$ cat src/rtl/cci_mpf_shim_buffer_n.sv
// ---------------------------------------------------------------------------
// cci_mpf_shim_buffer_n
//
// Purpose: buffers requests from N_CHANNELS senders in per-channel FIFOs and
// merges them onto a single registered output stream. A round-robin arbiter
// picks the channel. Each channel also limits how many of its requests may be
// outstanding at once; rsp_retire pulses free those slots again.
//
// Ports:
//   clk             sole clock
//   reset_n         asynchronous active-low reset
//   in_valid[i]     request strobe for channel i
//   in_data         channel i payload in [i*DATA_WIDTH +: DATA_WIDTH]
//   in_almost_full  per-channel registered flow control back to the sender
//   out_almost_full downstream flow control; when high, nothing is granted
//   out_valid       registered merged request strobe
//   out_data        registered payload of the granted request
//   out_chan        source channel of out_data
//   rsp_retire[i]   retires one outstanding request of channel i
//   err_overflow[i] sticky flag: a push to a full FIFO i was dropped
//
// Optional feature (macro MPF_BUFFER_STATS_EN):
//   stat_hwm        per-channel peak occupancy, clog2(DEPTH+1) bits each
//   stat_stall      per-channel saturating count of cycles non-empty but not
//                   granted, 16 bits each
// ---------------------------------------------------------------------------
module cci_mpf_shim_buffer_n #(
    parameter int N_CHANNELS            = 2,
    parameter int DATA_WIDTH            = 64,
    parameter int DEPTH                 = 8,
    parameter int ALMOST_FULL_THRESHOLD = 2,
    parameter int MAX_ACTIVE_REQS       = 128
) (
    input  logic                                              clk,
    input  logic                                              reset_n,
    input  logic [N_CHANNELS-1:0]                             in_valid,
    input  logic [N_CHANNELS*DATA_WIDTH-1:0]                  in_data,
    output logic [N_CHANNELS-1:0]                             in_almost_full,
    input  logic                                              out_almost_full,
    output logic                                              out_valid,
    output logic [DATA_WIDTH-1:0]                             out_data,
    output logic [((N_CHANNELS > 1) ? $clog2(N_CHANNELS) : 1)-1:0] out_chan,
    input  logic [N_CHANNELS-1:0]                             rsp_retire,
    output logic [N_CHANNELS-1:0]                             err_overflow
`ifdef MPF_BUFFER_STATS_EN
    ,
    output logic [N_CHANNELS*$clog2(DEPTH+1)-1:0]             stat_hwm,
    output logic [N_CHANNELS*16-1:0]                          stat_stall
`endif
);

    localparam int CW = (N_CHANNELS > 1) ? $clog2(N_CHANNELS) : 1;
    localparam int AW = $clog2(DEPTH);
    localparam int OW = $clog2(DEPTH + 1);
    localparam int KW = $clog2(MAX_ACTIVE_REQS + 1);

    localparam logic [OW-1:0] OCC_FULL = OW'(DEPTH);
    localparam logic [OW-1:0] OCC_AF   = OW'(DEPTH - ALMOST_FULL_THRESHOLD);
    localparam logic [KW-1:0] ACT_MAX  = KW'(MAX_ACTIVE_REQS);

    logic [N_CHANNELS-1:0] w_elig;
    logic [N_CHANNELS-1:0] w_grant_oh;
    logic                  w_grant_vld;
    logic [CW-1:0]         w_grant_idx;
    logic [DATA_WIDTH-1:0] w_head [N_CHANNELS];

    logic [CW-1:0]         r_last_grant;
    logic                  r_out_valid;
    logic [DATA_WIDTH-1:0] r_out_data;
    logic [CW-1:0]         r_out_chan;

    // Round-robin: offset k=1 is the channel right after the last winner, so
    // the first eligible channel met while walking k upward wins.
    always_comb begin
        w_grant_vld = 1'b0;
        w_grant_idx = '0;
        w_grant_oh  = '0;
        for (int k = 1; k <= N_CHANNELS; k++) begin
            for (int j = 0; j < N_CHANNELS; j++) begin
                if (!w_grant_vld && w_elig[j] &&
                    (j == ((int'(r_last_grant) + k) % N_CHANNELS))) begin
                    w_grant_vld   = 1'b1;
                    w_grant_idx   = CW'(j);
                    w_grant_oh[j] = 1'b1;
                end
            end
        end
    end

    for (genvar gi = 0; gi < N_CHANNELS; gi++) begin : g_chan
        logic [DATA_WIDTH-1:0] r_mem [DEPTH];
        logic [AW-1:0]         r_wr_ptr;
        logic [AW-1:0]         r_rd_ptr;
        logic [OW-1:0]         r_occ;
        logic [OW-1:0]         w_occ_next;
        logic [KW-1:0]         r_act;
        logic                  r_af;
        logic                  r_err;
        logic                  w_push;
        logic                  w_pop;
        logic                  w_retire;

        assign w_pop    = w_grant_oh[gi];
        // A full FIFO still accepts a push when its head leaves this cycle.
        assign w_push   = in_valid[gi] && ((r_occ != OCC_FULL) || w_pop);
        // Retiring with nothing outstanding is meaningless and ignored.
        assign w_retire = rsp_retire[gi] && (r_act != '0);
        assign w_elig[gi] = (r_occ != '0) && (r_act < ACT_MAX) && !out_almost_full;
        assign w_head[gi] = r_mem[r_rd_ptr];

        assign in_almost_full[gi] = r_af;
        assign err_overflow[gi]   = r_err;

        always_comb begin
            w_occ_next = r_occ;
            if (w_push && !w_pop) begin
                w_occ_next = r_occ + OW'(1);
            end else if (!w_push && w_pop) begin
                w_occ_next = r_occ - OW'(1);
            end
        end

        // Storage needs no reset: the pointers and occupancy define validity.
        always_ff @(posedge clk) begin
            if (w_push) begin
                r_mem[r_wr_ptr] <= in_data[gi*DATA_WIDTH +: DATA_WIDTH];
            end
        end

        always_ff @(posedge clk or negedge reset_n) begin
            if (!reset_n) begin
                r_wr_ptr <= '0;
                r_rd_ptr <= '0;
                r_occ    <= '0;
                r_act    <= '0;
                r_af     <= 1'b0;
                r_err    <= 1'b0;
            end else begin
                if (w_push) begin
                    r_wr_ptr <= r_wr_ptr + AW'(1);
                end
                if (w_pop) begin
                    r_rd_ptr <= r_rd_ptr + AW'(1);
                end
                r_occ <= w_occ_next;
                r_af  <= (w_occ_next >= OCC_AF);
                if (in_valid[gi] && !w_push) begin
                    r_err <= 1'b1;
                end
                if (w_pop && !w_retire) begin
                    r_act <= r_act + KW'(1);
                end else if (!w_pop && w_retire) begin
                    r_act <= r_act - KW'(1);
                end
            end
        end

`ifdef MPF_BUFFER_STATS_EN
        logic [OW-1:0] r_hwm;
        logic [15:0]   r_stall;

        always_ff @(posedge clk or negedge reset_n) begin
            if (!reset_n) begin
                r_hwm   <= '0;
                r_stall <= '0;
            end else begin
                if (w_occ_next > r_hwm) begin
                    r_hwm <= w_occ_next;
                end
                if ((r_occ != '0) && !w_pop && (r_stall != 16'hFFFF)) begin
                    r_stall <= r_stall + 16'd1;
                end
            end
        end

        assign stat_hwm[gi*OW +: OW]   = r_hwm;
        assign stat_stall[gi*16 +: 16] = r_stall;
`endif
    end

    // Output stage: data and channel hold their last value when idle.
    always_ff @(posedge clk or negedge reset_n) begin
        if (!reset_n) begin
            r_out_valid  <= 1'b0;
            r_out_data   <= '0;
            r_out_chan   <= '0;
            r_last_grant <= CW'(N_CHANNELS - 1);
        end else begin
            r_out_valid <= w_grant_vld;
            if (w_grant_vld) begin
                r_out_data   <= w_head[w_grant_idx];
                r_out_chan   <= w_grant_idx;
                r_last_grant <= w_grant_idx;
            end
        end
    end

    assign out_valid = r_out_valid;
    assign out_data  = r_out_data;
    assign out_chan  = r_out_chan;

endmodule

$ cat config.mk
export PLATFORM = sky130hd
export DESIGN_NAME = cci_mpf_shim_buffer_n
export DESIGN_NICKNAME = d
export VERILOG_FILES = /design/src/rtl/cci_mpf_shim_buffer_n.sv
export SDC_FILE = /design/constraint.sdc
export NUM_CORES = 1
export LEC_CHECK = 0
export ABC_CLOCK_PERIOD_IN_PS = 6400
export BUFFER_PORTS_ARGS = -buffer_cell sky130_fd_sc_hd__buf_2
export CORE_UTILIZATION = 25
export DETAILED_ROUTE_END_ITERATION = 10
export PLACE_DENSITY = 0.4
export SLEW_MARGIN = 20
export SYNTH_ARGS = -nofsm -noshare
export SYNTH_HDL_FRONTEND = slang
export SYNTH_SLANG_ARGS = --single-unit
export TNS_END_PERCENT = 30
$ cat constraint.sdc
create_clock -name clk -period 6.4 [get_ports clk]
set_input_delay 0.32 -clock clk [delete_from_list [all_inputs] [get_ports clk]]
set_output_delay 0.32 -clock clk [all_outputs]
set_load 0.02 [all_outputs]
==> reports/qor.log <==
INFO  global_routing antenna_found_initial=33
INFO  power_and_ir_drop finalPower=0.0247W
INFO  power_and_ir_drop total_leakage_power=17.6nW
INFO  floorplanning  floorplan.die.width=422µm
INFO  global_routing grt_remaining_overflow=0
INFO  power_and_ir_drop power.share.switching=32.2%
INFO  cells_and_area layout_commonest_cell=edfxtp_1
INFO  synth          syn_area_per_cell=20.9µm²
INFO  cells_and_area most_used_cells_in_the_layout_excluding_fill_and_tap_cells=1024 x edfxtp_1, 256 x mux4_2, 203 x buf_2
INFO  power_and_ir_drop seq_power_share=42.6%
INFO  synth          async_reset_ff_share=9.46%
INFO  timing         worst_slew_pin_slew=1.07ns
INFO  placement      dp.final_hpwl=75800µm
INFO  synth          synth_seq_cells=1131
INFO  synth          dominant_combinational_cell_family_by_area_after_synthesis=multiplexers
INFO  worst_setup_path critical_path_required=7.07ns
INFO  placement      place_ws=1.60ns
INFO  worst_setup_path path_class=reg -> reg
INFO  routing        routedLengthMet1=55800µm
INFO  synth          synth.cell_area=44200µm²
INFO  synth          synth-xor-area-share=0.496%
INFO  worst_setup_path critPathMaxFanout=67
INFO  worst_hold_path hold_path_class=in -> async
INFO  clocking       tritoncts.num_buffers=119
INFO  routing        wirelength=123000µm
INFO  clocking       cts_max_path_buffers=3
INFO  routing        detail-route-antenna-nets=0
INFO  power_and_ir_drop netSwitchingPower=0.00794W
INFO  cells_and_area drive_gt1_share=27.7%
INFO  power_and_ir_drop power.share.combinational=29.0%
INFO  synth          ys_top_cells_by_area=edfxtp_1 70%, mux4_2 13%, dfrtp_1 6.0%
INFO  clocking       clock_tree_from_tritoncts=yes
INFO  job            drv.max_cap_violation_count=0
INFO  clocking       clk-insertion-delay-late=0.75ns
INFO  worst_setup_path cp-start-kind=flip-flop
INFO  synth          synth-simple-area-share=3.33%
INFO  floorplanning  num_rows=153
INFO  placement      io_buffers=204
INFO  synth          synth_compound_gate_area_share=3.46%
INFO  timing         worst_slew_margin_rel=28.5%
INFO  synth          yosysTopAreaCellShare=69.6%
INFO  global_routing gr-usage-all-layers=13.8%
INFO  synth          adder_cell_area_share_of_the_yosys_netlist=0.714%
INFO  cells_and_area syn2layout_area_growth=20.8%
INFO  timing         setup_ws=1.56ns
INFO  synth          yosysSeqAreaShare=75.7%
INFO  floorplanning  initial_core_util=25.3%
INFO  synth          syn_inst_count=2110
INFO  floorplanning  placeableCoreArea=175000µm²
INFO  clocking       cts_setup_buffers=0
INFO  routing        first_iter_violations=1811
INFO  synth          number_of_enable_flip_flop_cells_after_synthesis=1024
INFO  global_routing grt_max_degree=129
INFO  timing         max_freq=0.206GHz
INFO  power_and_ir_drop p_per_area=462nW/µm²
INFO  routing        drt-wirelength-per-cell=25.0µm
INFO  synth          ys_types=53
INFO  floorplanning  top_level_ports=205
INFO  worst_setup_path worstSetupEndpointType=flip-flop
INFO  synth          post-synth-top-area-cell=edfxtp_1
INFO  cells_and_area final.fill_count=16900
INFO  floorplanning  design.die.area=178000µm²
INFO  power_and_ir_drop power_report.internal_total=0.0167W
INFO  timing         finalCriticalPeriod=4.84ns
INFO  clocking       cts_sinks=1131
INFO  synth          synth.area.mux_share=14.7%
INFO  timing         post-route-period-util=75.7%
INFO  timing         clock_skew=0.0387ns
INFO  cells_and_area layout.area.seq=33500µm²
INFO  timing         hold_viol=0
INFO  outcome        outcome=finished clean
INFO  routing        dr_wl_met3=4600µm
INFO  routing        routed_via_density=4.50
INFO  clocking       htree_levels=3
INFO  timing         holdWs=0.180ns
INFO  global_routing grt_first_pass_wirelength=178000µm
INFO  routing        post-route-drc-count=0
INFO  cells_and_area layout_cell_area_excl_fill=53400µm²
INFO  floorplanning  overall_die_height=422µm
INFO  timing         slew_viol_final=0
INFO  timing         setup_viol=0
INFO  global_routing via_count_of_the_first_global_routing_pass=23300
INFO  synth          main_synth_ff_type=edfxtp_1
INFO  timing         rsz0062_at_grt=no
INFO  cells_and_area finish.net_count=2641
INFO  placement      routabilityCongestion=0.721
INFO  worst_setup_path timing.critical_path.arrival=5.51ns
INFO  placement      placed_area=48100µm²
INFO  synth          yosys_warnings=0
INFO  power_and_ir_drop vdd_drop_max=0.220mV
INFO  routing        wire_length_on_met2=59800µm
INFO  routing        vias=22100
INFO  cells_and_area multi_input_area=10100µm²
INFO  clocking       clock-root-buffer=clkbuf_16
INFO  routing        detailedRoute.firstPassIterationCount=10
INFO  clocking       cts.clk_slew.worst_paths=0.06ns
INFO  routing        dr.max_layer_used=met5
INFO  power_and_ir_drop power_frac_clock=28.3%
INFO  synth          postSynthNetCount=2269
synth_stat cells (all sizes together) (2+ instances only):
cell type and instances:
a211oi 6, a21o 7, a21oi 17, a222oi 64
and2 2, and3 65, buf 64, clkbuf 59
dfrtp 106, edfxtp 1024, fa 2, ha 22
inv 11, mux2 5, mux2i 66, mux4 256
nand2 91, nand2b 69, nand3 5, nand3b 3
nor2 17, nor3 8, nor3b 2, o21ai 17
o21bai 71, o31ai 2, or2 2, or3 5
or3b 2, or4 5, xnor2 16, xor2 9
worst max-delay path, cell delays in order, from the launching register on:
cell	delay, ns
dfstp_4	0.70
or3_1	0.49
o211ai_1	0.71
inv_1	0.30
ha_1	0.29
inv_1	0.24
ha_1	0.31
a211oi_1	0.32
o21bai_1	0.17
a2111oi_0	0.64
o31ai_1	0.19
a21oi_1	0.23
xor2_1	0.15
final timing paths:
| path | from | depth (start not counted) | slack [ns] | end |
|---|---|---|---|---|
| max | r_last_grant$_DFFE_PN1P_ | 12 | 1.56 | g_chan[0].r_act[7]$_DFFE_PN0P_ |
| min | reset_n | 2 | 0.18 | out_data[49]$_DFFE_PN0P_ |
| max reg2reg | r_last_grant$_DFFE_PN1P_ | 12 | 1.56 | g_chan[0].r_act[7]$_DFFE_PN0P_ |
| min reg2reg | g_chan[1].r_wr_ptr[2]$_DFFE_PN0P_ | 1 | 0.50 | g_chan[1].r_wr_ptr[2]$_DFFE_PN0P_ |
| max in group asynchronous | reset_n | 3 | 4.83 | g_chan[1].r_rd_ptr[0]$_DFFE_PN0N_ |
| min in group clk | rsp_retire[1] | 6 | 0.27 | g_chan[1].r_act[7]$_DFFE_PN0P_ |
sequential cells by signal, indices dropped and copies added, names as in the netlist:
register and flops:
g_chan.r_act 16, g_chan.r_af 2, g_chan.r_err 2, g_chan.r_mem 1024
g_chan.r_occ 8, g_chan.r_rd_ptr 6, g_chan.r_wr_ptr 6, out_chan 1
out_data 64, out_valid 1, r_last_grant 1
final cells by class:
| cell class | instances | share of cell area [%] |
|---|---|---|
| sequential | 1131 | 62.7 |
| multi-input combinational | 845 | 19.0 |
| clock buffer | 155 | 6.14 |
| tap | 2325 | 5.45 |
| timing repair buffer | 374 | 5.31 |
| clock inverter | 71 | 1.31 |
| inverter | 11 | 0.0797 |
| antenna | 5 | 0.0234 |
kinds of logic (layout without fill, tap and decap cells):
logic type      count (synthesis)  in the layout
mux                           327            327
flops                        1131           1131
xor+xnor                       25             25
buf+inv                       134            611
other cells                     0              5
fa+ha+maj                      24             24
compound gates                192            192
simple gates                  277            277
metal layers:
metal / vias up / track usage (%)
li1: 9546 / -
met1: 11900 / 18.8
met2: 450 / 22.7
met3: 187 / 2.13
met4: 18 / 3.70
met5: - / 0
stage by stage:
stage	setup TNS (ns)	util (%)	cells
6_report	0	30.6	4917
5_1_grt	0	30.6	4913
4_1_cts	0	30.6	4912
3_5_place_dp	0	27.5	4554
3_3_place_gp	0	27.5	4554
2_1_floorplan	-2.22	-	2110
power by group through the flow:
| stage | Sequential [W] | Clock [W] | Combinational (W) |
|---|---|---|---|
| finish | 0.0105 | 0.00699 | 0.00715 |
| global route | 0.0107 | 0.00746 | 0.00778 |
| CTS | 0.0106 | 0.00721 | 0.00740 |
| detailed placement | 0.0107 | 0 | 0.00729 |
| global placement | 0.0107 | 0 | 0.00723 |
| floorplan | 0.0103 | 0 | 0.00499 |
what timing repair did:
action                     4_1_cts  5_1_grt
setup endpoints to repair        0        0
gates resized for setup          0        0
hold buffers                   132        0
hold endpoints to repair      1088        0
Note: power is estimated with default switching activity, not from simulation.
